[src/rtl/resp_router_if.sv]
// Bundle between the requester-side arbiter, the downstream response channel and resp_router.
// The slave modport is the router; the master modport is whatever issues requests and delivers responses.
interface resp_router_if #(
    parameter int NUM_GROUP = 4,
    parameter int DATA_W    = 16,
    parameter int DEPTH     = 8
);
    // Handshake: issue_valid_i and resp_valid_i are valid-only strobes with no ready.
    // Each is sampled on every rising clk edge where it is high and is never stalled;
    // anything the router cannot accept is dropped and reported through err_o.
    // resp_valid_o is likewise a one-cycle valid toward the owning port with no back-pressure.
    logic                     issue_valid_i;
    logic [NUM_GROUP-1:0]     issue_grant_i;
    logic                     resp_valid_i;
    logic [DATA_W-1:0]        resp_data_i;
    logic                     err_clr_i;
    logic [NUM_GROUP-1:0]     resp_valid_o;
    logic [DATA_W-1:0]        resp_data_o;
    logic                     full_o;
    logic [$clog2(DEPTH):0]   outstanding_o;
    logic                     err_o;

    modport master (
        output issue_valid_i, issue_grant_i, resp_valid_i, resp_data_i, err_clr_i,
        input  resp_valid_o, resp_data_o, full_o, outstanding_o, err_o
    );

    modport slave (
        input  issue_valid_i, issue_grant_i, resp_valid_i, resp_data_i, err_clr_i,
        output resp_valid_o, resp_data_o, full_o, outstanding_o, err_o
    );
endinterface

[src/rtl/resp_router.sv]
// In-order response router: a tag FIFO records which port owns each issued request and steers responses back.
// Optional macro RESP_ROUTER_REG_OUT_EN registers resp_valid_o/resp_data_o (1-cycle latency).
module resp_router #(
    parameter int NUM_GROUP = 4,
    parameter int DATA_W    = 16,
    parameter int DEPTH     = 8
) (
    input  logic          clk,
    input  logic          rst_n,
    resp_router_if.slave  bus
);
    localparam int IDX_W = (NUM_GROUP > 1) ? $clog2(NUM_GROUP) : 1;
    localparam int PTR_W = $clog2(DEPTH);
    localparam int CNT_W = PTR_W + 1;

    logic [PTR_W:0]       wr_ptr;
    logic [PTR_W:0]       rd_ptr;
    logic [CNT_W-1:0]     count;
    logic [IDX_W-1:0]     tag_mem [DEPTH];
    logic                 err_q;

    logic                 grant_onehot;
    logic [IDX_W-1:0]     grant_idx;
    logic                 fifo_full;
    logic                 fifo_empty;
    logic                 push_ok;
    logic                 pop_ok;
    logic                 err_set;
    logic [IDX_W-1:0]     head_idx;
    logic [NUM_GROUP-1:0] route_valid;
    logic [DATA_W-1:0]    route_data;

    always_comb begin
        grant_idx    = '0;
        grant_onehot = ($countones(bus.issue_grant_i) == 1);
        for (int g = 0; g < NUM_GROUP; g++) begin
            if (bus.issue_grant_i[g]) begin
                grant_idx = IDX_W'(g);
            end
        end
    end

    // Equal low bits with differing wrap bits means the write side has lapped the read side.
    assign fifo_full  = (wr_ptr[PTR_W] != rd_ptr[PTR_W]) &&
                        (wr_ptr[PTR_W-1:0] == rd_ptr[PTR_W-1:0]);
    assign fifo_empty = (wr_ptr == rd_ptr);

    // Both decisions use the pre-edge state, so a same-cycle pop never frees room for a push.
    assign push_ok = bus.issue_valid_i && grant_onehot && !fifo_full;
    assign pop_ok  = bus.resp_valid_i && !fifo_empty;
    assign err_set = (bus.issue_valid_i && (!grant_onehot || fifo_full)) ||
                     (bus.resp_valid_i && fifo_empty);

    always_ff @(posedge clk or negedge rst_n) begin
        if (!rst_n) begin
            wr_ptr <= '0;
            rd_ptr <= '0;
            count  <= '0;
        end else begin
            if (push_ok) begin
                wr_ptr <= wr_ptr + (PTR_W+1)'(1);
            end
            if (pop_ok) begin
                rd_ptr <= rd_ptr + (PTR_W+1)'(1);
            end
            case ({push_ok, pop_ok})
                2'b10:   count <= count + CNT_W'(1);
                2'b01:   count <= count - CNT_W'(1);
                default: count <= count;
            endcase
        end
    end

    // Tag storage needs no reset: entries are only read after being written.
    always_ff @(posedge clk) begin
        if (push_ok) begin
            tag_mem[wr_ptr[PTR_W-1:0]] <= grant_idx;
        end
    end

    // A new error wins over a simultaneous clear.
    always_ff @(posedge clk or negedge rst_n) begin
        if (!rst_n) begin
            err_q <= 1'b0;
        end else if (err_set) begin
            err_q <= 1'b1;
        end else if (bus.err_clr_i) begin
            err_q <= 1'b0;
        end
    end

    assign head_idx = tag_mem[rd_ptr[PTR_W-1:0]];

    always_comb begin
        route_valid = '0;
        route_data  = '0;
        if (pop_ok) begin
            route_data = bus.resp_data_i;
            for (int g = 0; g < NUM_GROUP; g++) begin
                route_valid[g] = (head_idx == IDX_W'(g));
            end
        end
    end

`ifdef RESP_ROUTER_REG_OUT_EN
    logic [NUM_GROUP-1:0] resp_valid_q;
    logic [DATA_W-1:0]    resp_data_q;

    always_ff @(posedge clk or negedge rst_n) begin
        if (!rst_n) begin
            resp_valid_q <= '0;
            resp_data_q  <= '0;
        end else begin
            resp_valid_q <= route_valid;
            resp_data_q  <= route_data;
        end
    end

    assign bus.resp_valid_o = resp_valid_q;
    assign bus.resp_data_o  = resp_data_q;
`else
    assign bus.resp_valid_o = route_valid;
    assign bus.resp_data_o  = route_data;
`endif

    assign bus.outstanding_o = count;
    assign bus.full_o        = (count == CNT_W'(DEPTH));
    assign bus.err_o         = err_q;
endmodule

[src/flat_wrapper.sv]
// flat-port wrapper written by rule: the top's interface ports become plain ports
module resp_router_flat 
#(
    parameter int NUM_GROUP = 4,
    parameter int DATA_W    = 16,
    parameter int DEPTH     = 8
)
  (clk, rst_n, bus_issue_valid_i, bus_issue_grant_i, bus_resp_valid_i, bus_resp_data_i, bus_err_clr_i, bus_resp_valid_o, bus_resp_data_o, bus_full_o, bus_outstanding_o, bus_err_o);
  resp_router_if #(.NUM_GROUP(NUM_GROUP), .DATA_W(DATA_W), .DEPTH(DEPTH)) bus_i ();
  input  logic clk;
  input  logic rst_n;
  input wire logic [$bits(bus_i.issue_valid_i)-1:0] bus_issue_valid_i;
  input wire logic [$bits(bus_i.issue_grant_i)-1:0] bus_issue_grant_i;
  input wire logic [$bits(bus_i.resp_valid_i)-1:0] bus_resp_valid_i;
  input wire logic [$bits(bus_i.resp_data_i)-1:0] bus_resp_data_i;
  input wire logic [$bits(bus_i.err_clr_i)-1:0] bus_err_clr_i;
  output wire logic [$bits(bus_i.resp_valid_o)-1:0] bus_resp_valid_o;
  output wire logic [$bits(bus_i.resp_data_o)-1:0] bus_resp_data_o;
  output wire logic [$bits(bus_i.full_o)-1:0] bus_full_o;
  output wire logic [$bits(bus_i.outstanding_o)-1:0] bus_outstanding_o;
  output wire logic [$bits(bus_i.err_o)-1:0] bus_err_o;
  assign bus_i.issue_valid_i = bus_issue_valid_i;
  assign bus_i.issue_grant_i = bus_issue_grant_i;
  assign bus_i.resp_valid_i = bus_resp_valid_i;
  assign bus_i.resp_data_i = bus_resp_data_i;
  assign bus_i.err_clr_i = bus_err_clr_i;
  assign bus_resp_valid_o = bus_i.resp_valid_o;
  assign bus_resp_data_o = bus_i.resp_data_o;
  assign bus_full_o = bus_i.full_o;
  assign bus_outstanding_o = bus_i.outstanding_o;
  assign bus_err_o = bus_i.err_o;
  resp_router #(.NUM_GROUP(NUM_GROUP), .DATA_W(DATA_W), .DEPTH(DEPTH)) u_core (.clk(clk), .rst_n(rst_n), .bus(bus_i));
endmodule
[config.mk]
export PLATFORM = sky130hd
export DESIGN_NAME = resp_router_flat
export DESIGN_NICKNAME = d
export VERILOG_FILES = /design/src/rtl/resp_router_if.sv /design/src/rtl/resp_router.sv /design/src/flat_wrapper.sv
export SDC_FILE = /design/constraint.sdc
export NUM_CORES = 1
export LEC_CHECK = 0
export ABC_AREA = 1
export CORE_MARGIN = 3
export CORE_UTILIZATION = 45
export CTS_BUF_LIST = sky130_fd_sc_hd__clkbuf_8 sky130_fd_sc_hd__clkbuf_16
export DETAILED_ROUTE_END_ITERATION = 7
export GPL_ROUTABILITY_DRIVEN = 0
export PLACE_DENSITY = 0.76
export SETUP_SLACK_MARGIN = 0.5
export SLEW_MARGIN = 15
export SYNTH_ARGS = -nofsm -noshare
export SYNTH_HDL_FRONTEND = slang
export SYNTH_SLANG_ARGS = --single-unit
[constraint.sdc]
create_clock -name clk -period 3 [get_ports clk]
set_clock_uncertainty 0.2 [all_clocks]
set_input_delay 0.6 -clock clk [delete_from_list [all_inputs] [get_ports clk]]
set_output_delay 0.6 -clock clk [all_outputs]
set_load 0.01 [all_outputs]
==> impl_metrics.env <==
export IMPL_path_class="input pin to flip-flop"
export IMPL_crit_top_cell="ha_4"
export IMPL_arrival_ns=2.93
export IMPL_fin_setup_tns_ns=0
export IMPL_final_cells=386
export IMPL_critPathCaptureType="flip-flop"
export IMPL_drt_initial_drc_count=217
export IMPL_final_core_util=0.8633
export IMPL_die_x_um=69.93
export IMPL_ios=51
export IMPL_maxSlewViolCount=0
export IMPL_die_area_um2=4890
export IMPL_start_kind="input pin"
export IMPL_ys_seq_area_frac=0.4381
export IMPL_n_antenna_cell=0
export IMPL_die_y_um=69.93
export IMPL_yosysWarnings=0
export IMPL_cp_top_family="adder cells"
export IMPL_dp_slack_ns=-0.8812
export IMPL_clk_path_buf_depth=2
export IMPL_worst_pin_slew_ns=0.7169
export IMPL_fmax_mhz=341.2
export IMPL_clk_latency_ns=0.29
export IMPL_fp_coreArea_um2=3799
export IMPL_dp_cells=336
export IMPL_drt_first_pass_iters=4
export IMPL_num_rows=22
export IMPL_layout_nets=372
export IMPL_hold_viol=0
export IMPL_setup_viol=0
export IMPL_layout_drive_gt1_share=0.4260
export IMPL_p_leak_nw=1.663
export IMPL_start_util=0.4842
export IMPL_dpl_hpwl_um=3022
export IMPL_clock_sinks=29
export IMPL_ir_drop_v=0.0006211
export IMPL_cts_root_buf="clkbuf_8"
export IMPL_period_share=0.9770
export IMPL_max_stage_delay_ns=0.45
export IMPL_dpl_cell_area_um2=2539
export IMPL_antenna_found_initial=0
export IMPL_critPathSlowestCell="fa_1"
export IMPL_cts_max_level=2
export IMPL_grt_pass1_vias=1788
export IMPL_via_per_inst=5.111
export IMPL_drc=0
export IMPL_cp_num_buf_inv=3
export IMPL_wirelength_um=6322
export IMPL_min_period_ns=2.931
export IMPL_antenna_left=0
export IMPL_crit_fanout=3
export IMPL_hold_path_class="flip-flop to flip-flop"
export IMPL_grt_max_degree=14
export IMPL_num_vias=1973
export IMPL_postSynthCellCount=235
export IMPL_synthesis_area_um2=1839
export IMPL_numCtsBuffers=5
export IMPL_status="finished, final reports clean"
export IMPL_worst_ep_required_time_ns=3.00
export IMPL_synth_area_per_cell_um2=7.827
export IMPL_fin_area_um2=3279
export IMPL_grt_pass1_wl_um=7907
export IMPL_tritoncts="yes"
export IMPL_track_usage=0.2053
export IMPL_overflow=0
export IMPL_clk_pin_slew_worst_paths_ns=0.07
export IMPL_wl_per_cell_um=16.38
export IMPL_io_buffers=50
export IMPL_synth_cell_types=29
export IMPL_rsz0062_at_grt="yes"
export IMPL_worstPathCellList="buf_8 -> inv_6 -> ha_4 -> ha_4 -> fa_1 -> nor3_2 -> and2_4 -> nand2_8 -> ha_4 -> nand2_4 -> inv_4 -> nor2_4 -> ha_4 -> a21oi_2 -> or2_4 -> a31oi_1"
export IMPL_setup_slack_ns=0.06896
export IMPL_max_slew_margin=0.5206
export IMPL_synth_seq_cells=29
export IMPL_p_per_area_nw_per_um2=1012
export IMPL_maxCapViolations=0
export IMPL_synth_nets=270
export IMPL_synthToLayoutAreaGrowth_pct=78.30
[routing by layer]
metal / vias to the layer above / share of wire / wire (µm) / global-route usage
met1: 930 / 0.38 / 2417 / 0.2275
met5: - / 0 / 0 / 0
met3: 20 / 0.059 / 372 / 0.04604
met4: 0 / 0.028 / 177 / 0.07021
li1: 929 / - / - / -
met2: 94 / 0.53 / 3354 / 0.3820
[cell usage in the layout (no fill, tap or decap), types with 3 or more instances in the layout]
master,instances
nor2_2,11
nor2_1,21
nand2_1,50
o21ai_2,3
buf_4,33
edfxtp_1,16
ha_4,6
o21ai_4,3
dfrtp_1,11
nand3_1,10
buf_6,21
nand2_4,3
xnor2_2,3
nand2_2,12
nand3_2,4
dlymetal6s2s_1,9
clkdlybuf4s50_1,24
buf_2,7
clkbuf_8,5
inv_1,35
ha_1,3
nor2_4,10
xnor2_1,3
[kinds of logic after synthesis]
group,Yosys count,synth area share
and+or+nand+nor,131,0.3020
buffers and inverters,47,0.1095
adders and majority gates,10,0.07211
xor gates and xnor gates,9,0.05102
DFF,29,0.4381
AOI/OAI and AO/OA,9,0.02721
[worst reg2reg max path, stage by stage (launching register included)]
cell,delay [ns]
dfrtp_1,0.42
buf_6,0.15
xnor2_4,0.20
nand2_4,0.12
buf_4,0.16
nor2_4,0.14
nor2_4,0.06
buf_4,0.18
ha_4,0.19
nand2_4,0.07
inv_4,0.04
nor2_4,0.11
ha_4,0.14
a21oi_2,0.03
or2_4,0.25
a31oi_1,0.14
[cell usage after synthesis]
cell      count  area share
nand2_1      63        0.13
inv_1        40       0.082
nor2_1       40       0.082
edfxtp_1     16        0.26
nand3_1      14       0.038
dfrtp_1      13        0.18
ha_1          9       0.061
o21ai_0       6       0.016
xnor2_1       5       0.024
nand2_2       3       0.010
buf_2         2      0.0054
buf_4         2      0.0082
buf_6         2       0.012
nand4_1       2      0.0068
or2_2         2      0.0068
xnor2_2       2       0.018
xor2_1        2      0.0095
a21oi_1       1      0.0027
a31oi_1       1      0.0034
and2_1        1      0.0034
clkbuf_1      1      0.0020
fa_1          1       0.011
nand3b_1      1      0.0041
nand4_2       1      0.0068
nor2_2        1      0.0034
nor2_4        1      0.0061
nor3_1        1      0.0027
nor4_1        1      0.0034
o21ai_2       1      0.0048
[area by class of cell]
class | count | area (µm²)
inverters | 40 | 176.4
fillers | 179 | 519.2
clock inverters | 3 | 65.06
repair inverters | 1 | 7.507
repair buffers | 99 | 920.9
multi-input cells | 161 | 1172
well taps | 48 | 60.06
clock buffers | 5 | 68.82
flip-flops and latches | 29 | 808.3
[power by group]
part           internal (mW)  leakage (nW)  switching [mW]
Sequential             0.517         0.300           0.135
Combinational           1.07          1.30            1.11
Clock                  0.330        0.0681           0.158
[flip-flops by register name, summed over array words and instances (netlist names)]
register,count
u_core.rd_ptr,4
u_core.bus.err_o,1
u_core.tag_mem,16
u_core.bus.outstanding_o,4
u_core.wr_ptr,4
[through the flow]
stage,hold slack (ns),total power [mW]
after detailed placement,0.2913,1.943
after global routing,0.3482,3.508
after global placement,0.2848,1.916
after CTS,0.3056,2.760
after floorplan,0.1044,1.507
final,0.3027,3.319
[repair_timing]
action	4_1_cts	5_1_grt
gates cloned	3	1
buffers inserted	17	21
pin swaps	18	34
endpoints found under the hold margin	0	0
gates resized for setup	76	87
hold buffers	0	0
setup endpoints to repair	45	46
[worst paths after layout]
kind                                                          from                                 endpoint  slack [ns]  cells after the start
setup / recovery                              bus_issue_grant_i[2]  u_core.bus.outstanding_o[2]$_DFFE_PN0P_        0.07                     16
hold / removal             u_core.bus.outstanding_o[3]$_DFFE_PN0P_  u_core.bus.outstanding_o[3]$_DFFE_PN0P_        0.30                      2
setup reg to reg                      u_core.rd_ptr[0]$_DFFE_PN0N_  u_core.bus.outstanding_o[2]$_DFFE_PN0P_        0.30                     15
max in group asynchronous                                    rst_n             u_core.wr_ptr[0]$_DFFE_PN0P_        1.56                      1
hold reg to reg            u_core.bus.outstanding_o[3]$_DFFE_PN0P_  u_core.bus.outstanding_o[3]$_DFFE_PN0P_        0.30                      2
min in group asynchronous                                    rst_n             u_core.rd_ptr[2]$_DFFE_PN0N_        0.54                      1
Power figures use the tool's default switching activity.
